File: config.mk
export PLATFORM = sky130hd
export DESIGN_NAME = if_id_hazard_stage_flat
export DESIGN_NICKNAME = d
export VERILOG_FILES = /design/src/rtl/pipe_pkg.sv /design/src/rtl/if_id_hazard_stage_if.sv /design/src/rtl/src_reg_decode.sv /design/src/rtl/if_id_hazard_stage.sv /design/src/flat_wrapper.sv
export SDC_FILE = /design/constraint.sdc
export NUM_CORES = 1
export LEC_CHECK = 0
export CAP_MARGIN = 20
export CORE_UTILIZATION = 46
export CTS_BUF_LIST = sky130_fd_sc_hd__clkbuf_2
export CTS_CLUSTER_DIAMETER = 200
export DETAILED_ROUTE_END_ITERATION = 7
export MAX_ROUTING_LAYER = met4
export PLACE_DENSITY = 0.93
export SYNTH_ARGS = -nofsm -noshare
export SYNTH_HDL_FRONTEND = slang
export SYNTH_HIERARCHICAL = 1
export SYNTH_SLANG_ARGS = --single-unit
File: constraint.sdc
create_clock -name clk -period 4.8 [get_ports clk]
set_clock_uncertainty 0.15 [all_clocks]
set_input_delay 1.2 -clock clk [delete_from_list [all_inputs] [get_ports clk]]
set_output_delay 1.2 -clock clk [all_outputs]
set_load 0.005 [all_outputs]
File: src/rtl/pipe_pkg.sv
// pipe_pkg: shared state, instruction-class and register constants for the ARM-subset pipeline.
package pipe_pkg;
  typedef enum logic {RUN = 1'b0, STALL = 1'b1} state_t;
  localparam logic [2:0] DP_REG = 3'b000;
  localparam logic [2:0] DP_IMM = 3'b001;
  localparam logic [2:0] LS_IMM = 3'b010;
  localparam logic [2:0] LS_REG = 3'b011;
  localparam logic [2:0] BRANCH = 3'b101;
  localparam logic [3:0] MOV = 4'b1101;
  localparam logic [3:0] MVN = 4'b1111;
  localparam logic [3:0] PC_REG = 4'd15;
  localparam logic [31:0] NOP = 32'h0;
endpackage

File: src/rtl/if_id_hazard_stage_if.sv
// if_id_hazard_stage_if: fetch/EXE inputs and decode/control outputs of the IF/ID stage (HAZARD_STATS_EN adds counters).
interface if_id_hazard_stage_if #(parameter int DATA_W = 32, parameter int REG_W = 4);
  logic [DATA_W-1:0] IF_instruction, IF_PC, ID_instruction, ID_PC;
  logic IF_valid, EXE_load, EXE_valid, branch_taken, ID_valid, PC_enable, ID_EXE_bubble, stalled;
  logic [REG_W-1:0] EXE_Rd_num;
`ifdef HAZARD_STATS_EN
  logic [15:0] stall_cnt, flush_cnt;
`endif
  modport master (
    output IF_instruction, IF_PC, IF_valid, EXE_Rd_num, EXE_load, EXE_valid, branch_taken,
    input ID_instruction, ID_PC, ID_valid, PC_enable, ID_EXE_bubble, stalled
`ifdef HAZARD_STATS_EN
    , input stall_cnt, flush_cnt
`endif
  );
  modport slave (
    input IF_instruction, IF_PC, IF_valid, EXE_Rd_num, EXE_load, EXE_valid, branch_taken,
    output ID_instruction, ID_PC, ID_valid, PC_enable, ID_EXE_bubble, stalled
`ifdef HAZARD_STATS_EN
    , output stall_cnt, flush_cnt
`endif
  );
endinterface

File: src/rtl/src_reg_decode.sv
// src_reg_decode: source register numbers and use flags of an instruction (shared with forwarding).
module src_reg_decode import pipe_pkg::*; (
  input  logic [31:0] instr,
  output logic [3:0]  rn,
  output logic [3:0]  rm,
  output logic [3:0]  rd,
  output logic        rn_use,
  output logic        rm_use,
  output logic        rd_use
);
  assign rn = instr[19:16];
  assign rm = instr[3:0];
  assign rd = instr[15:12];
  assign rn_use = !(instr[27:26] == 2'b00 && (instr[24:21] == MOV || instr[24:21] == MVN));
  assign rm_use = instr[27:25] == DP_REG || instr[27:25] == LS_REG;
  // store data register is read, loads write Rd instead
  assign rd_use = instr[27:26] == 2'b01 && !instr[20];
endmodule

File: src/rtl/if_id_hazard_stage.sv
// if_id_hazard_stage: IF/ID register with load-use stall, ID/EXE bubble and branch flush.
// Defining HAZARD_STATS_EN adds saturating stall_cnt/flush_cnt outputs.
module if_id_hazard_stage import pipe_pkg::*; #(
  parameter int DATA_W = 32,
  parameter int REG_W = 4,
  parameter logic [REG_W-1:0] PC_REG = pipe_pkg::PC_REG
) (
  input logic clk,
  input logic reset,
  if_id_hazard_stage_if.slave s
);
  state_t state, state_n;
  logic [3:0] rn, rm, rd;
  logic rn_use, rm_use, rd_use, hazard, stall;
  src_reg_decode u_dec (
    .instr(s.ID_instruction[31:0]), .rn(rn), .rm(rm), .rd(rd),
    .rn_use(rn_use), .rm_use(rm_use), .rd_use(rd_use)
  );
  always_comb begin
    hazard = s.ID_valid & s.EXE_valid & s.EXE_load & (s.EXE_Rd_num != PC_REG) &
             ((rn_use & (rn == s.EXE_Rd_num)) | (rm_use & (rm == s.EXE_Rd_num)) | (rd_use & (rd == s.EXE_Rd_num)));
    stall = !reset & !s.branch_taken & (state == RUN) & hazard;
    state_n = stall ? STALL : RUN;
    s.PC_enable = !stall;
    s.ID_EXE_bubble = !reset & (s.branch_taken | stall);
    s.stalled = !reset & (state == STALL);
  end
  always_ff @(posedge clk)
    state <= reset ? RUN : state_n;
  always_ff @(posedge clk) begin
    if (reset) begin
      s.ID_instruction <= '0;
      s.ID_PC <= '0;
      s.ID_valid <= 1'b0;
    end else if (s.branch_taken) begin
      s.ID_instruction <= DATA_W'(NOP);
      s.ID_valid <= 1'b0;
    end else if (!stall) begin
      s.ID_instruction <= s.IF_instruction;
      s.ID_PC <= s.IF_PC;
      s.ID_valid <= s.IF_valid;
    end
  end
`ifdef HAZARD_STATS_EN
  logic [15:0] stall_cnt_q, flush_cnt_q;
  always_ff @(posedge clk) begin
    if (reset) begin
      stall_cnt_q <= '0;
      flush_cnt_q <= '0;
    end else begin
      if (stall && stall_cnt_q != 16'hFFFF) stall_cnt_q <= stall_cnt_q + 16'd1;
      if (s.branch_taken && flush_cnt_q != 16'hFFFF) flush_cnt_q <= flush_cnt_q + 16'd1;
    end
  end
  assign s.stall_cnt = stall_cnt_q;
  assign s.flush_cnt = flush_cnt_q;
`endif
endmodule

File: src/flat_wrapper.sv
// flat-port wrapper written by rule: the top's interface ports become plain ports
module if_id_hazard_stage_flat import pipe_pkg::*;
#(
  parameter int DATA_W = 32,
  parameter int REG_W = 4,
  parameter logic [REG_W-1:0] PC_REG = pipe_pkg::PC_REG
)
  (clk, reset, s_IF_instruction, s_IF_PC, s_IF_valid, s_EXE_Rd_num, s_EXE_load, s_EXE_valid, s_branch_taken, s_ID_instruction, s_ID_PC, s_ID_valid, s_PC_enable, s_ID_EXE_bubble, s_stalled);
  if_id_hazard_stage_if #(.DATA_W(DATA_W), .REG_W(REG_W)) s_i ();
  input logic clk;
  input logic reset;
  input wire logic [$bits(s_i.IF_instruction)-1:0] s_IF_instruction;
  input wire logic [$bits(s_i.IF_PC)-1:0] s_IF_PC;
  input wire logic [$bits(s_i.IF_valid)-1:0] s_IF_valid;
  input wire logic [$bits(s_i.EXE_Rd_num)-1:0] s_EXE_Rd_num;
  input wire logic [$bits(s_i.EXE_load)-1:0] s_EXE_load;
  input wire logic [$bits(s_i.EXE_valid)-1:0] s_EXE_valid;
  input wire logic [$bits(s_i.branch_taken)-1:0] s_branch_taken;
  output wire logic [$bits(s_i.ID_instruction)-1:0] s_ID_instruction;
  output wire logic [$bits(s_i.ID_PC)-1:0] s_ID_PC;
  output wire logic [$bits(s_i.ID_valid)-1:0] s_ID_valid;
  output wire logic [$bits(s_i.PC_enable)-1:0] s_PC_enable;
  output wire logic [$bits(s_i.ID_EXE_bubble)-1:0] s_ID_EXE_bubble;
  output wire logic [$bits(s_i.stalled)-1:0] s_stalled;
  assign s_i.IF_instruction = s_IF_instruction;
  assign s_i.IF_PC = s_IF_PC;
  assign s_i.IF_valid = s_IF_valid;
  assign s_i.EXE_Rd_num = s_EXE_Rd_num;
  assign s_i.EXE_load = s_EXE_load;
  assign s_i.EXE_valid = s_EXE_valid;
  assign s_i.branch_taken = s_branch_taken;
  assign s_ID_instruction = s_i.ID_instruction;
  assign s_ID_PC = s_i.ID_PC;
  assign s_ID_valid = s_i.ID_valid;
  assign s_PC_enable = s_i.PC_enable;
  assign s_ID_EXE_bubble = s_i.ID_EXE_bubble;
  assign s_stalled = s_i.stalled;
  if_id_hazard_stage #(.DATA_W(DATA_W), .REG_W(REG_W), .PC_REG(PC_REG)) u_core (.clk(clk), .reset(reset), .s(s_i));
endmodule
Word level (Yosys, flattened, before mapping) --
Cells that the tools add are included.
Word-level totals: register bits after elaboration 66, input bits 74, output and inout bits 68
Cells by class: equal/unequal tests 8, mux-type cells 1, bitwise gates (word level) 18, reduce and logical (&&, ||, !) cells 13
Operators with widths (count):
- bitwise AND 1 bit | 12
- equality test 4 bit | 3
- equality test 4 bit, second input constant | 2
- logical NOT 1 bit | 5
- inequality test 4 bit, second input constant | 1
- equality test 3 x 2 -> 1 bit, second input constant | 1
- logical NOT 3 bit | 1
- NOT 1 bit | 3
- bitwise OR 1 bit | 3
- equality test 2 x 1 -> 1 bit, second input constant | 1
- logical AND 1 bit | 2
- logical NOT 2 bit | 1
- logical OR 1 bit | 2
- AND reduction 2 bit | 1
- OR reduction 2 bit | 1
- two-way mux 1 bit | 1

Logic depth before layout (Yosys ltp) --
word-level depth 11, mapped depth 8

Modules after synthesis --
The synthesis kept the hierarchy.
By module, submodules not included:
- if_id_hazard_stage | times used 1, cells an instance 310, area an instance 2975.4 µm²
- src_reg_decode | times used 1, cells an instance 17, area an instance 125.1 µm²

Worst setup path before layout --
No wires, ideal clock.
path kind input to output, from in s_EXE_Rd_num[0], to out s_ID_EXE_bubble, arrival 2244 ps, path slack 1206 ps, stages 7, path buffers 2, cells stage by stage xor2_1 -> nor3_1 -> nand3_1 -> a41o_1 -> buf_6 -> buf_12 -> nor2_1
Between the ends: longest elaborated chain between the ends 8, elaborated cells between the ends (all ways) 14, classes of those cells 4 x eq/ne; 10 x bitwise
RTL lines:
- start: declaration | RTL line flat_wrapper.sv:15 | input wire logic [$bits(s_i.EXE_Rd_num)-1:0] s_EXE_Rd_num;
- equality test 4 bit | RTL line if_id_hazard_stage.sv:21 | ((rn_use & (rn == s.EXE_Rd_num)) | (rm_use & (rm == s.EXE_Rd_num)) | (rd_use & (rd == s.EXE_Rd_num)));
- bitwise AND 1 bit | RTL line if_id_hazard_stage.sv:21
- bitwise OR 1 bit (2 in a row) | RTL line if_id_hazard_stage.sv:21
- bitwise AND 1 bit * | RTL line if_id_hazard_stage.sv:20 | hazard = s.ID_valid & s.EXE_valid & s.EXE_load & (s.EXE_Rd_num != PC_REG) &
- bitwise AND 1 bit * | RTL line if_id_hazard_stage.sv:22 | stall = !reset & !s.branch_taken & (state == RUN) & hazard;
- bitwise OR 1 bit * | RTL line if_id_hazard_stage.sv:25 | s.ID_EXE_bubble = !reset & (s.branch_taken | stall);
- bitwise AND 1 bit * | RTL line if_id_hazard_stage.sv:25
- end: declaration | RTL line flat_wrapper.sv:23 | output wire logic [$bits(s_i.ID_EXE_bubble)-1:0] s_ID_EXE_bubble;
Every way passes the cells marked *; elsewhere a longest branch is shown, timed or not.

Worst setup path in the final report --
Ends and elaborated chain as after synthesis.

==> impl_metrics.json <==
{
  "clock_insertion_delay_worst_skew_ns": 0.49,
  "hold_path_end": "u_core/s.ID_instruction[29]$_SDFFE_PP0P_",
  "cap_viol_max_count": 0,
  "post_synth_most_frequent_cells": "sky130_fd_sc_hd__dfxtp_1, sky130_fd_sc_hd__mux2i_1, sky130_fd_sc_hd__nand2_1, sky130_fd_sc_hd__nand2b_1",
  "fin_crit_sh": 0.964,
  "cts-buffers-inserted": 9,
  "critPathSlowestCell": "sky130_fd_sc_hd__clkdlybuf4s50_1",
  "synth-main-ff-cell": "sky130_fd_sc_hd__dfxtp_1",
  "netSwitchingFraction": 0.271,
  "clock-sinks": 66,
  "final-hold-violation-count": 0,
  "dpl-instance-area_sq_mm": 0.00441,
  "critPathMaxFanout": 4,
  "post_drt_via_cell_ratio": 4.89,
  "synth.top_cells.by_area": "sky130_fd_sc_hd__dfxtp_1, sky130_fd_sc_hd__mux2i_1, sky130_fd_sc_hd__nand2b_1",
  "rows": 29,
  "nNetsFinal": 524,
  "maxSlewHeadroom": 0.635,
  "clock_power_share": 0.243,
  "p_int_w": 0.000790,
  "clock_tree.htree_level_count": 3,
  "initial_core_util": 0.483,
  "post_cts.repair.setup_buffers": 0,
  "num_io_pins": 142,
  "cpMostUsedCell": "sky130_fd_sc_hd__clkdlybuf4s50_1",
  "min_path_type": "reg -> reg",
  "setup_viol": 0,
  "type_of_element_launching_the_critical_path": "primary input",
  "clock_transition_at_path_regs_ns": 0.20,
  "detail_route.wl_per_cell_um": 14.3,
  "worstPathCellList": "clkdlybuf4s50_1, xor2_1, nor3_1, nand3_1, a41o_2, nor2_1, clkdlybuf4s50_1",
  "grt_max_degree": 67,
  "postSynthNetCount": 401,
  "drv_slew": 0,
  "buffers_on_ports": 141,
  "grt_antenna_before_repair": 0,
  "synth_most_common_cell": "sky130_fd_sc_hd__dfxtp_1",
  "hpwl_um": 5620,
  "cpLargestDelayFamily": "buffers and inverters",
  "max_freq_mhz": 216,
  "count_of_flip_flops_with_a_built_in_enable_after_synthesis": 0,
  "diodes": 0,
  "grt_setup_unrepaired": "false",
  "max_slew.worst_pin.slew_ns": 0.548,
  "synth_sequential_area_ratio": 0.426,
  "ctsLongestPathBuffers": 2,
  "layout_min_cycle_time_ns": 4.63,
  "grt_pass1_wl_um": 12300,
  "post_synth_num_cell_types": 22,
  "mean_post_synth_cell_area_sq_um": 9.48,
  "cts_hold_repair.buffers": 0,
  "synth_top_area_frac": 0.426,
  "timing.critical_path.to_type": "output pin",
  "vdd.ir_drop.worst_uv": 201,
  "tritoncts": "done",
  "finalSetupTns_ns": 0,
  "die_area_sq_mm": 0.00707,
  "worstReg2RegEnd": "u_core/s.ID_instruction[22]$_SDFFE_PP0P_",
  "min_from": "u_core/s.ID_instruction[29]$_SDFFE_PP0P_",
  "worst-endpoint-arrival_ns": 3.28,
  "failed_checks": "design-rule violations",
  "cts-root-buf": "sky130_fd_sc_hd__clkbuf_2",
  "post_synthesis_cell_area_sq_mm": 0.00310,
  "ant_nets": 0,
  "final_cell_area_sq_mm": 0.00450,
  "r2r_start": "u_core/s.ID_instruction[0]$_SDFFE_PP0P_",
  "power_density_mw_per_mm2": 241,
  "r2r_slack_ns": 2.56,
  "via_count_of_the_first_global_routing_pass": 2669,
  "routed-via-count": 2602,
  "synth.largest_area_cell": "sky130_fd_sc_hd__dfxtp_1",
  "core_area_sq_mm": 0.00642,
  "drtPass1Iterations": 6,
  "hold_path_depth": 2,
  "layout-drive-gt1-share": 0.0527,
  "run_status": "finished with violations",
  "finalWirelength_um": 7630,
  "async_reset_ff_frac": 0,
  "cellLeakagePower_nw": 1.74,
  "die_w_um": 84.1,
  "combPwrFrac": 0.204,
  "yosys_warnings": 6,
  "cts_resized": 0,
  "postSynthRegisterBits": 66,
  "die_h_um": 84.1,
  "criticalPathCategory": "in -> out",
  "path_buf_inv": 2,
  "cells_after_synthesis": 327,
  "initialDrtViolationCount": 123,
  "synthToLayoutAreaGrowth_pct": 45.1,
  "grt_total_ovfl": 0,
  "timing.reg2reg.worst_path_depth": 6,
  "cpPeakStageDelay_ns": 0.51,
  "drc": 20,
  "groute.usage.overall": 0.229,
  "timing.critical_path.required_ns": 3.45,
  "power.sequential.fraction": 0.553,
  "gpl.final_weighted_congestion": 0.884,
  "netSwitchingPower_w": 0.000294
}
==> layer usage <==
layer	vias to the layer above	routed length (um)	GRT usage
li1	1288	-	-
met1	1182	3500	0.272
met5	-	0	-
met2	118	3410	0.364
met4	0	204	0.110
met3	14	510	0.0534
==> tightest hold or removal path: stages (launching register included) <==
cell and delay, ns:
sky130_fd_sc_hd__dfxtp_1 0.36, sky130_fd_sc_hd__nand2_1 0.05, sky130_fd_sc_hd__mux2i_1 0.05
==> cell usage in the layout (no fill, tap or decap) <==
cell                              instances
sky130_fd_sc_hd__nor2_4                   1
sky130_fd_sc_hd__xnor2_1                  3
sky130_fd_sc_hd__nor2_1                   3
sky130_fd_sc_hd__xor2_1                  10
sky130_fd_sc_hd__nor2b_1                  1
sky130_fd_sc_hd__clkinv_2                 3
sky130_fd_sc_hd__nand3_1                  4
sky130_fd_sc_hd__nor3b_2                  1
sky130_fd_sc_hd__clkinv_1                 1
sky130_fd_sc_hd__nand2_1                 64
sky130_fd_sc_hd__buf_4                    5
sky130_fd_sc_hd__a41o_2                   1
sky130_fd_sc_hd__a31oi_1                  1
sky130_fd_sc_hd__nand2b_1                64
sky130_fd_sc_hd__mux2i_1                 64
sky130_fd_sc_hd__and4b_1                  1
sky130_fd_sc_hd__clkdlybuf4s50_1        141
sky130_fd_sc_hd__dfxtp_1                 66
sky130_fd_sc_hd__clkbuf_2                10
sky130_fd_sc_hd__nor3_1                   3
sky130_fd_sc_hd__a31oi_4                  1
sky130_fd_sc_hd__nand4_1                  2
sky130_fd_sc_hd__clkinvlp_4               2
sky130_fd_sc_hd__o21a_1                   1
sky130_fd_sc_hd__inv_1                    2
==> power by group through the flow <==
stage | sequential (W) | clock (W) | combinational [W]
3_5_place_dp | 0.000611 | 0 | 0.000221
3_3_place_gp | 0.000609 | 0 | 0.000215
6_report | 0.000600 | 0.000264 | 0.000221
2_1_floorplan | 0.000611 | 0 | 0.0000910
5_1_grt | 0.000604 | 0.000298 | 0.000237
4_1_cts | 0.000600 | 0.000276 | 0.000222
==> through the flow <==
stage                     worst slack, ns  power [W]  utilization  hold slack (ns)  std cells
after floorplan                      1.21   0.000702            -            0.304        327
after global placement              0.284   0.000824        0.687            0.293        516
after detailed placement            0.180   0.000832        0.687            0.305        516
after CTS                           0.180    0.00110        0.700            0.329        532
after global routing               0.0544    0.00114        0.700            0.338        532
final                               0.172    0.00108        0.700            0.328        532
==> how the worst max path moves through the flow <==
stage	startpoint	to	slack, ns	cells past startpoint
5_1_grt	s_EXE_Rd_num[0]	s_ID_EXE_bubble	0.05	7
6_report	s_EXE_Rd_num[0]	s_ID_EXE_bubble	0.17	7
2_1_floorplan	s_EXE_Rd_num[0]	s_ID_EXE_bubble	1.21	7
3_3_place_gp	s_EXE_Rd_num[0]	s_ID_EXE_bubble	0.28	7
4_1_cts	s_EXE_Rd_num[0]	s_ID_EXE_bubble	0.18	7
3_5_place_dp	s_EXE_Rd_num[0]	s_ID_EXE_bubble	0.18	7
==> registers in the layout, indices dropped and copies added, names as in the netlist <==
name,count
u_core/state,1
u_core/s.ID_valid,1
u_core/s.ID_instruction,32
u_core/s.ID_PC,32
==> cell families after synthesis <==
logic type	synth area share
buffers and inverters	0.0847
AND/OR/NAND/NOR	0.236
flip-flops	0.426
multiplexers	0.207
XOR/XNOR	0.0367
AO/OA/AOI/OAI	0.00969
==> cell type report <==
| class | instances | area (sq um) |
|---|---|---|
| clock buffer | 10 | 50.0 |
| clock inverter | 6 | 33.8 |
| fill | 468 | 1920 |
| inverter | 2 | 7.51 |
| multi-input combinational | 225 | 1540 |
| sequential | 66 | 1320 |
| tap | 77 | 96.3 |
| timing repair buffer | 146 | 1450 |
Note: power is estimated with default switching activity, not from simulation.
==> patch: new RTL, config.mk and constraints unchanged <==
`DATA_W` is set to 32 in 3 places; all go to 64.
--- a/src/rtl/if_id_hazard_stage_if.sv
+++ b/src/rtl/if_id_hazard_stage_if.sv
@@ -1,5 +1,5 @@
 // if_id_hazard_stage_if: fetch/EXE inputs and decode/control outputs of the IF/ID stage (HAZARD_STATS_EN adds counters).
-interface if_id_hazard_stage_if #(parameter int DATA_W = 32, parameter int REG_W = 4);
+interface if_id_hazard_stage_if #(parameter int DATA_W = 64, parameter int REG_W = 4);
   logic [DATA_W-1:0] IF_instruction, IF_PC, ID_instruction, ID_PC;
   logic IF_valid, EXE_load, EXE_valid, branch_taken, ID_valid, PC_enable, ID_EXE_bubble, stalled;
   logic [REG_W-1:0] EXE_Rd_num;
--- a/src/rtl/if_id_hazard_stage.sv
+++ b/src/rtl/if_id_hazard_stage.sv
@@ -1,7 +1,7 @@
 // if_id_hazard_stage: IF/ID register with load-use stall, ID/EXE bubble and branch flush.
 // Defining HAZARD_STATS_EN adds saturating stall_cnt/flush_cnt outputs.
 module if_id_hazard_stage import pipe_pkg::*; #(
-  parameter int DATA_W = 32,
+  parameter int DATA_W = 64,
   parameter int REG_W = 4,
   parameter logic [REG_W-1:0] PC_REG = pipe_pkg::PC_REG
 ) (
--- a/src/flat_wrapper.sv
+++ b/src/flat_wrapper.sv
@@ -1,7 +1,7 @@
 // flat-port wrapper written by rule: the top's interface ports become plain ports
 module if_id_hazard_stage_flat import pipe_pkg::*;
 #(
-  parameter int DATA_W = 32,
+  parameter int DATA_W = 64,
   parameter int REG_W = 4,
   parameter logic [REG_W-1:0] PC_REG = pipe_pkg::PC_REG
 )
Ports: changed (resized s_ID_PC, s_ID_instruction, s_IF_PC and s_IF_instruction); port bits go from 142 to 270. No check against the original RTL was run, so the function may have changed too.
==> patch against the unedited design <==
  * Global-route usage grew 4.7 points
  * Worst setup slack better by 0.088 ns
  * Clock power rose to 2.9 times the old value
  * Area after synthesis increased by 110%
  * Sequential cell count grew 64
  * Total power is 120% higher
  * Core utilization fell by 1.7 points
  * Wire length rose to 2.6 times the old value
  * Cell area is 100% higher
  * Critical endpoint unchanged
==> patch: results (changes against the unedited design) <==
| Metric | Value |
|---|---|
| Syn Inst Count | 778 (was 327) |
| Sequential-to-total area share from yosys stat | 40.68% (was 42.62%) |
| Wirelength, routed | 19.66 mm (was 7.626 mm) |
| Lkg Pwr | 3.757 nW (was 1.742 nW) |
| Status | completed (was finished with violations) |
| I/O Buffers | 269 (was 141) |
| Syn nets | 916 (was 401) |
| Skew-Pair Late Insertion Delay | 0.68 ns (was 0.49 ns) |
| Global-route wire length before repair | 30.73 mm (was 12.34 mm) |
| RePlAce Congestion | 0.8096 (was 0.8837) |
| Layout cell share with drive strength beyond 1 | 5.274% (was 5.275%) |
| Peak supply drop | 279.0 µV (was 201.4 µV) |
| Slowest stage delay, CP | 0.59 ns (was 0.51 ns) |
| Leading cell types by count after synthesis | 130 x dfxtp_1, 67 x nand2_1, 67 x nor2_1, 65 x and3_1 (was 66 x dfxtp_1, 64 x mux2i_1, 64 x nand2_1, 64 x nand2b_1) |
| Via density | 5.754 (was 4.891) |
| Placed Cells | 1131 (was 516) |
| Initial antenna violation count | 1 (was 0) |
| Num CTS Buffers | 17 (was 9) |
| Hold_sp | u_core/s.ID_PC[40]$_SDFFE_PP0P_ (was u_core/s.ID_instruction[29]$_SDFFE_PP0P_) |
| DRT Pass-1 Iters | 5 (was 6) |
| Registers with the most flip-flops | u_core/s.ID_PC x64, u_core/s.ID_instruction x64 (was u_core/s.ID_PC x32, u_core/s.ID_instruction x32) |
| Synth unique cells | 26 (was 22) |
| Arr. time, crit path | 3.19 ns (was 3.28 ns) |
| Top cells by area, synth | dfxtp_1 41%, a32o_1 10%, or4_1 7.5%, and3_1 6.4%, a21oi_1 5.0% (was dfxtp_1 43%, mux2i_1 21%, nand2b_1 13%, nand2_1 7.7%, buf_4 3.1%) |
| Layout fillers | 1090 (was 468) |
==> patch: routing by layer <==
layer  track usage, %  up-vias  wire length (µm)
met2            44.36      245              9823
met5                -        -                 0
met4            11.41        0               601
li1                 -     3278                 -
met3            6.321       48              1141
met1            33.01     3121              8092
==> patch: report_power, final <==
part | leakage, nW | switching, W | internal, W
Clock | 0.161 | 0.000426 | 0.000343
Combinational | 2.52 | 0.000185 | 0.000287
Sequential | 1.08 | 0.0000426 | 0.00115
==> patch: cell families (layout without fill, tap and decap cells) <==
group	count (synthesis)	after routing	share of synthesized area (%)
compound gates	196	196	20.63
xor+xnor	13	13	1.780
buf+inv	104	312	8.664
flops	130	130	40.68
other cells	0	1	0
simple gates	335	335	28.24
==> patch: final cells by class <==
| class | count | share of cell area [%] |
|---|---|---|
| sequential | 130 | 28.43 |
| clock buffer | 18 | 0.9840 |
| clock inverter | 13 | 2.023 |
| multi-input combinational | 544 | 35.64 |
| inverter | 1 | 0.04100 |
| antenna | 1 | 0.02733 |
| timing repair buffer | 280 | 30.45 |
| tap | 176 | 2.405 |
==> patch: how the worst max path moves through the flow <==
stage                            to  cells past startpoint            start  slack [ns]
global placement    s_ID_EXE_bubble                      5  s_EXE_Rd_num[3]        0.29
finish              s_ID_EXE_bubble                      5  s_EXE_Rd_num[1]        0.26
CTS                 s_ID_EXE_bubble                      5  s_EXE_Rd_num[1]        0.25
floorplan           s_ID_EXE_bubble                      4  s_EXE_Rd_num[3]        1.26
detailed placement  s_ID_EXE_bubble                      5  s_EXE_Rd_num[1]        0.25
global route        s_ID_EXE_bubble                      5  s_EXE_Rd_num[1]        0.20
